### config.mk
export PLATFORM = sky130hd
export DESIGN_NAME = duc_interp_ctrl
export DESIGN_NICKNAME = d
export VERILOG_FILES = /design/src/rtl/duc_interp_pkg.sv /design/src/rtl/interp_rate_decode.sv /design/src/rtl/duc_interp_ctrl.sv
export SDC_FILE = /design/constraint.sdc
export NUM_CORES = 1
export LEC_CHECK = 0
export ABC_AREA = 0
export BUFFER_PORTS_ARGS = -buffer_cell sky130_fd_sc_hd__buf_4
export CORE_MARGIN = 1
export CORE_UTILIZATION = 40
export CTS_BUF_LIST = sky130_fd_sc_hd__clkbuf_4 sky130_fd_sc_hd__clkbuf_8
export CTS_CLUSTER_SIZE = 20
export DETAILED_ROUTE_END_ITERATION = 12
export GPL_TIMING_DRIVEN = 0
export PLACE_DENSITY = 0.67
export SLEW_MARGIN = 20
export SYNTH_ARGS = -nofsm -noshare
export SYNTH_HDL_FRONTEND = slang
export SYNTH_SLANG_ARGS = --single-unit
### constraint.sdc
create_clock -name ce_clk -period 3.92 [get_ports ce_clk]
set_input_delay 1.176 -clock ce_clk [delete_from_list [all_inputs] [get_ports ce_clk]]
set_output_delay 1.176 -clock ce_clk [all_outputs]
set_load 0.03 [all_outputs]
### src/rtl/duc_interp_pkg.sv
// Shared types and the rate-split rule for the DUC interpolation controller.
// Latency: n/a (types, constants and a pure function).
// Backpressure: n/a.
package duc_interp_pkg;

  localparam int NUM_HB         = 3;
  localparam int CIC_MAX_INTERP = 255;
  localparam int RATE_W         = 12;
  localparam int HB_W           = $clog2(NUM_HB + 1);

  typedef logic [RATE_W-1:0] rate_t;
  typedef logic [HB_W-1:0]   hb_t;
  typedef logic [7:0]        cic_t;

  localparam rate_t MAX_RATE = rate_t'(CIC_MAX_INTERP << NUM_HB);

  // Packet-boundary tracking for config application
  typedef enum logic {IDLE_BOUNDARY = 1'b0, IN_PACKET = 1'b1} pkt_state_t;

  typedef struct packed {
    hb_t  hb;
    cic_t cic;
    logic err;
  } split_t;

  // Decoded configuration: total rate kept alongside its split
  typedef struct packed {
    rate_t rate;
    hb_t   hb;
    cic_t  cic;
  } dec_t;

  // Peel factors of two into half-bands (up to NUM_HB), remainder goes to the CIC
  function automatic split_t split_rate(input rate_t rate);
    rate_t  r;
    hb_t    hb;
    logic   stop;
    split_t s;
    r    = rate;
    hb   = '0;
    stop = 1'b0;
    for (int i = 0; i < NUM_HB; i++) begin
      if (!stop && !r[0]) begin
        r  = r >> 1;
        hb = hb + hb_t'(1);
      end else begin
        stop = 1'b1;
      end
    end
    s.hb  = hb;
    s.cic = (r == '0) ? 8'd1 : r[7:0];
    s.err = (rate == '0) || (rate > MAX_RATE) || (r > rate_t'(CIC_MAX_INTERP));
    return s;
  endfunction

endpackage

### src/rtl/interp_rate_decode.sv
// Registered decode of a requested interpolation rate into half-band count and CIC rate.
// Latency: 1 cycle from i_cfg_vld to o_dec_vld / o_err.
// Backpressure: none; every strobe is decoded, illegal rates raise a one-cycle o_err.
module interp_rate_decode
  import duc_interp_pkg::*;
(
  input  logic  i_clk,
  input  logic  i_rst_n,
  input  logic  i_cfg_vld,
  input  rate_t i_cfg_rate,
  output logic  o_dec_vld,
  output dec_t  o_dec,
  output logic  o_err
);

  split_t w_split;
  logic   r_dec_vld;
  logic   r_err;
  dec_t   r_dec;

  assign w_split = split_rate(i_cfg_rate);

  // Capture the split on each strobe; legal and illegal outcomes are mutually exclusive pulses
  always_ff @(posedge i_clk or negedge i_rst_n) begin
    if (!i_rst_n) begin
      r_dec_vld <= 1'b0;
      r_err     <= 1'b0;
      r_dec     <= '0;
    end else begin
      r_dec_vld <= i_cfg_vld && !w_split.err;
      r_err     <= i_cfg_vld && w_split.err;
      if (i_cfg_vld) begin
        r_dec <= '{rate: i_cfg_rate, hb: w_split.hb, cic: w_split.cic};
      end
    end
  end

  assign o_dec_vld = r_dec_vld;
  assign o_dec     = r_dec;
  assign o_err     = r_err;

endmodule

### src/rtl/duc_interp_ctrl.sv
// Zero-order-hold sample expander and interpolation rate control for the DUC chain.
// Latency: 1 cycle input to first output; config active 2 cycles after cfg_valid when idle.
// Backpressure: s_axis_tready only while no sample is held or its final repeat is leaving.
module duc_interp_ctrl
  import duc_interp_pkg::*;
#(
  parameter int SAMP_W = 32
) (
  input  logic              ce_clk,
  input  logic              ce_rst_n,
  input  logic [RATE_W-1:0] cfg_rate,
  input  logic              cfg_valid,
  output logic              cfg_pending,
  output logic              cfg_err,
  output logic [HB_W-1:0]   hb_enables,
  output logic [7:0]        cic_rate,
  input  logic [SAMP_W-1:0] s_axis_tdata,
  input  logic              s_axis_tlast,
  input  logic              s_axis_tvalid,
  output logic              s_axis_tready,
  output logic [SAMP_W-1:0] m_axis_tdata,
  output logic              m_axis_tlast,
  output logic              m_axis_tvalid,
  input  logic              m_axis_tready
);

  logic        w_dec_vld;
  dec_t        w_dec;
  logic        w_last_rep;
  logic        w_s_hs;
  logic        w_m_hs;
  logic        w_out_last_hs;
  logic        w_boundary;

  dec_t        r_act;
  dec_t        r_pend_cfg;
  logic        r_pend;
  pkt_state_t  r_state;
  logic        r_m_vld;
  logic [SAMP_W-1:0] r_dat;
  logic        r_last;
  rate_t       r_rep;

  interp_rate_decode u_decode (
    .i_clk      (ce_clk),
    .i_rst_n    (ce_rst_n),
    .i_cfg_vld  (cfg_valid),
    .i_cfg_rate (cfg_rate),
    .o_dec_vld  (w_dec_vld),
    .o_dec      (w_dec),
    .o_err      (cfg_err)
  );

  assign w_last_rep    = (r_rep == (r_act.rate - rate_t'(1)));
  assign s_axis_tready = !r_m_vld || (m_axis_tready && w_last_rep);
  assign w_s_hs        = s_axis_tvalid && s_axis_tready;
  assign w_m_hs        = r_m_vld && m_axis_tready;
  assign w_out_last_hs = w_m_hs && r_last && w_last_rep;
  // Safe to swap rate: nothing in flight, or the closing beat of a packet leaves this cycle
  assign w_boundary    = (r_state == IDLE_BOUNDARY) || w_out_last_hs;

  // Hold register, repeat counter and packet-boundary state
  always_ff @(posedge ce_clk or negedge ce_rst_n) begin
    if (!ce_rst_n) begin
      r_m_vld <= 1'b0;
      r_dat   <= '0;
      r_last  <= 1'b0;
      r_rep   <= '0;
      r_state <= IDLE_BOUNDARY;
    end else if (w_s_hs) begin
      r_dat   <= s_axis_tdata;
      r_last  <= s_axis_tlast;
      r_rep   <= '0;
      r_m_vld <= 1'b1;
      r_state <= IN_PACKET;
    end else if (w_m_hs) begin
      if (w_last_rep) begin
        r_m_vld <= 1'b0;
        r_rep   <= '0;
        if (r_last) begin
          r_state <= IDLE_BOUNDARY;
        end
      end else begin
        r_rep <= r_rep + rate_t'(1);
      end
    end
  end

  // Apply decoded rates at boundaries, otherwise park them as pending (newest wins)
  always_ff @(posedge ce_clk or negedge ce_rst_n) begin
    if (!ce_rst_n) begin
      r_act      <= '{rate: rate_t'(1), hb: '0, cic: 8'd1};
      r_pend_cfg <= '0;
      r_pend     <= 1'b0;
    end else if (w_dec_vld) begin
      if (w_boundary) begin
        r_act  <= w_dec;
        r_pend <= 1'b0;
      end else begin
        r_pend_cfg <= w_dec;
        r_pend     <= 1'b1;
      end
    end else if (r_pend && w_out_last_hs) begin
      r_act  <= r_pend_cfg;
      r_pend <= 1'b0;
    end
  end

  assign cfg_pending   = r_pend;
  assign hb_enables    = r_act.hb;
  assign cic_rate      = r_act.cic;
  assign m_axis_tdata  = r_dat;
  assign m_axis_tvalid = r_m_vld;
  assign m_axis_tlast  = r_last && w_last_rep;

endmodule

==> run_results.csv <==
group,metric,value,unit
global_route,gr-total-overflow,0,
drt,viasPerCell,5.23,
cells_and_area,syn2layout_area_growth,25.4,%
clocking,cts_root_buf,"clkbuf_8",
logic_synthesis,synthSimpleGateAreaFrac,0.126,
power,powerDensity,495,nW/um^2
logic_synthesis,synthArstFlopShare,1.00,
clocking,numCtsBuffers,17,
logic_synthesis,ys.flop_type,"dfrtp_1",
min_path,hold_start,"r_pend_cfg[20]",
worst_setup_path,worstPathRequired,2740,ps
logic_synthesis,syn_nets,538,
worst_setup_path,cp_slowest_cell,"or4_4",
logic_synthesis,yosysTopAreaCell,"dfrtp_1",
clocking,cts_tree,"built",
global_route,antenna_found_initial,0,
sta,finalWorstSetupSlack,-67.4,ps
global_route,grt_pass1_wl,20.7,mm
sta,worstMarginPinSlew,893,ps
worst_setup_path,cp_max_fo,5,
power,p_leak,0.00345,uW
logic_synthesis,muxShareOfSynthArea,0.194,
die,die_y,123,um
sta,relSlewSlack,0.404,
logic_synthesis,synthDistinctLibCells,60,
drt,avgRoutedWirePerCell,15.9,um
drt,first_iter_violations,214,
worst_setup_path,cpMostUsedCell,"or4_4",
global_route,grtUsageTotal,0.176,
worst_setup_path,setup.worst_path.end_class,"primary output",
place,place.port_buffers,95,
logic_synthesis,synth_compound_area_frac,0.0961,
logic_synthesis,synth_xor_area_frac,0.0329,
cells_and_area,final_common_cell,"buf_4",
worst_setup_path,worst-endpoint-arrival,2810,ps
logic_synthesis,synth_seq_cells,116,
global_route,groute.layer.met2.usage,0.283,
job,drv_cap,0,
place,dp_hpwl,8.67,mm
power,vdd_ir_drop_max,0.327,mV
global_route,busiest_layer,"met2",
worst_setup_path,slowest_delay,540,ps
logic_synthesis,yosysWarnings,0,
place,place_ws,-71.8,ps
sta,rsz0062_at_grt,"yes",
global_route,grt_pass1_vias,4219,
die,dieArea,15100,um^2
cells_and_area,finish.utilization,0.520,
status,violations,"negative setup slack",
sta,report.final.slew_viol_count,0,
min_path,hold_path.class,"reg -> reg",
cells_and_area,nFillCells,1225,
logic_synthesis,synth_edf_count,0,
cells_and_area,ff_latch_area,2910,um^2
drt,vias,4204,
worst_setup_path,crit_chain,"or4_4 > or4_4 > a21o_1 > a22oi_4 > nand3_4 > nor2_4 > buf_6",
die,row_count,43,
clocking,htree_levels,4,
die,core,14100,um^2
sta,fmax,0.251,GHz
worst_setup_path,r2r_start,"r_act[10]",
cells_and_area,nNetsFinal,665,
cells_and_area,multi_input_area,2710,um^2
die,start_util,0.415,
cells_and_area,final_cell_mix,"buf_4, dfrtp_1, mux2_4, mux2_2, or3_1",
clocking,clkLatencyLatePin,430,ps
global_route,use_met3,0.0415,
cells_and_area,final_layout_size_suffix_gt1_frac,0.404,
worst_setup_path,crit_family,"simple AND/OR/NAND/NOR gates",
die,io_pins,97,
worst_setup_path,critical_path_class,"reg -> out",
logic_synthesis,synth_cells,486,
worst_setup_path,critical_path.startpoint,"r_act[10]",
logic_synthesis,synth_top_area_frac,0.488,
logic_synthesis,synth.area.top_cells,"dfrtp_1, mux2_4, mux2_2",
drt,routed_wl,12.8,mm
clocking,clkSinkCount,116,
worst_setup_path,cp_num_buf_inv,1,
drt,drc,0,
clocking,max-clock-path-buffers,2,
sta,finalClockSkew,12.3,ps
place,place.gp.congestion,0.832,
global_route,grt_max_degree,117,
clocking,clk_pin_slew,70,ps
status,status,"finished, violations left",
worst_setup_path,crit_path_start_kind,"register",
cells_and_area,diodes,0,
sta,finalCriticalPeriod,3990,ps
drt,ant_nets,0,
logic_synthesis,synth_top_family_by_area,"multiplexers",
drt,first_pass_iters,7,
logic_synthesis,ys_seq_area_frac,0.497,
logic_synthesis,synth.avg_cell_area,12.0,um^2
logic_synthesis,synth_area,5850,um^2
logic_synthesis,synthAdderAreaFrac,0.00428,
sta,holdWs,485,ps
die,die_w,123,um
global_route,gr-usage-met1,0.231,
sta,setup_viol,2,
sta,period_share,1.02,
sta,hold_violations,0,
-- layout make-up --
class / count / area share
repair buffers: 113 / 0.118
flip-flops and latches: 116 / 0.396
inverters: 12 / 0.00614
clock buffers: 21 / 0.0386
clock inverters: 9 / 0.0111
multi-input cells: 316 / 0.370
plain buffers: 37 / 0.0299
well taps: 180 / 0.0307
-- path summary, 6_finish.rpt --
path | to | slack (ps) | cells past startpoint
hold / removal | r_pend_cfg[20] | 490 | 1
min in group asynchronous | u_decode.o_dec[6] | 880 | 1
hold reg to reg | r_pend_cfg[20] | 490 | 1
max in group asynchronous | r_act[13] | 2400 | 1
setup / recovery | m_axis_tlast | -70 | 7
setup reg to reg | hb_enables[0] | 460 | 10
-- kinds of logic (layout without fill, tap and decap cells) --
family          Yosys count  in the layout
simple gates            131            131
flops                   116            116
mux                      92             92
compound gates           69             69
buf+inv                  54            192
xor+xnor                 22             22
fa+ha+maj                 2              2
-- through the flow --
| step | area (um^2) | std cells | setup TNS, ps | total power, uW |
|---|---|---|---|---|
| after global placement | 6790 | 761 | 0 | 2540 |
| final | 7330 | 804 | -115 | 3630 |
| after floorplan | 5850 | 486 | 0 | 2240 |
| after CTS | 7290 | 802 | -313 | 3650 |
| after global routing | 7330 | 804 | -325 | 3810 |
| after detailed placement | 6790 | 761 | -71.8 | 2570 |
-- registers in the layout (all words and copies together) (netlist names) --
register and cells:
m_axis_tvalid 1, r_state 1, u_decode.o_dec_vld 1, u_decode.o_err 1
cfg_pending 1, r_last 1, hb_enables 2, r_rep 12
cic_rate 8, r_act 12, r_pend_cfg 22, u_decode.o_dec 22
m_axis_tdata 32
-- report_power, final --
part / switching (uW) / internal (uW) / total, uW
Sequential: 170 / 1400 / 1570
Combinational: 507 / 530 / 1040
Clock: 480 / 547 / 1030
-- timing repair --
action | in CTS | in global routing
setup endpoints to repair | 2 | 2
hold endpoints to repair | 0 | 0
gates cloned | 0 | 0
buffers inserted | 12 | 6
hold buffers | 0 | 0
gates resized for setup | 12 | 6
pin swaps | 5 | 9
-- metal layers --
metal  up-vias  part of all wire
met5         -                 0
met4         0             0.011
met3        13             0.052
met2       121              0.48
met1      2066              0.46
li1       2004                 -
-- cell usage after synthesis (12+ instances only) --
cell type and number:
or3_1 26, mux2_1 23, nand2_1 15, a21oi_1 12, nand3_1 12, inv_1 12, dfrtp_1 114, o211a_1 12
nor2_1 23, nand2b_1 15, buf_4 12, mux2_2 28, clkbuf_1 18, mux2_4 30, o21ai_0 12
(Power assumes the default switching activity.)
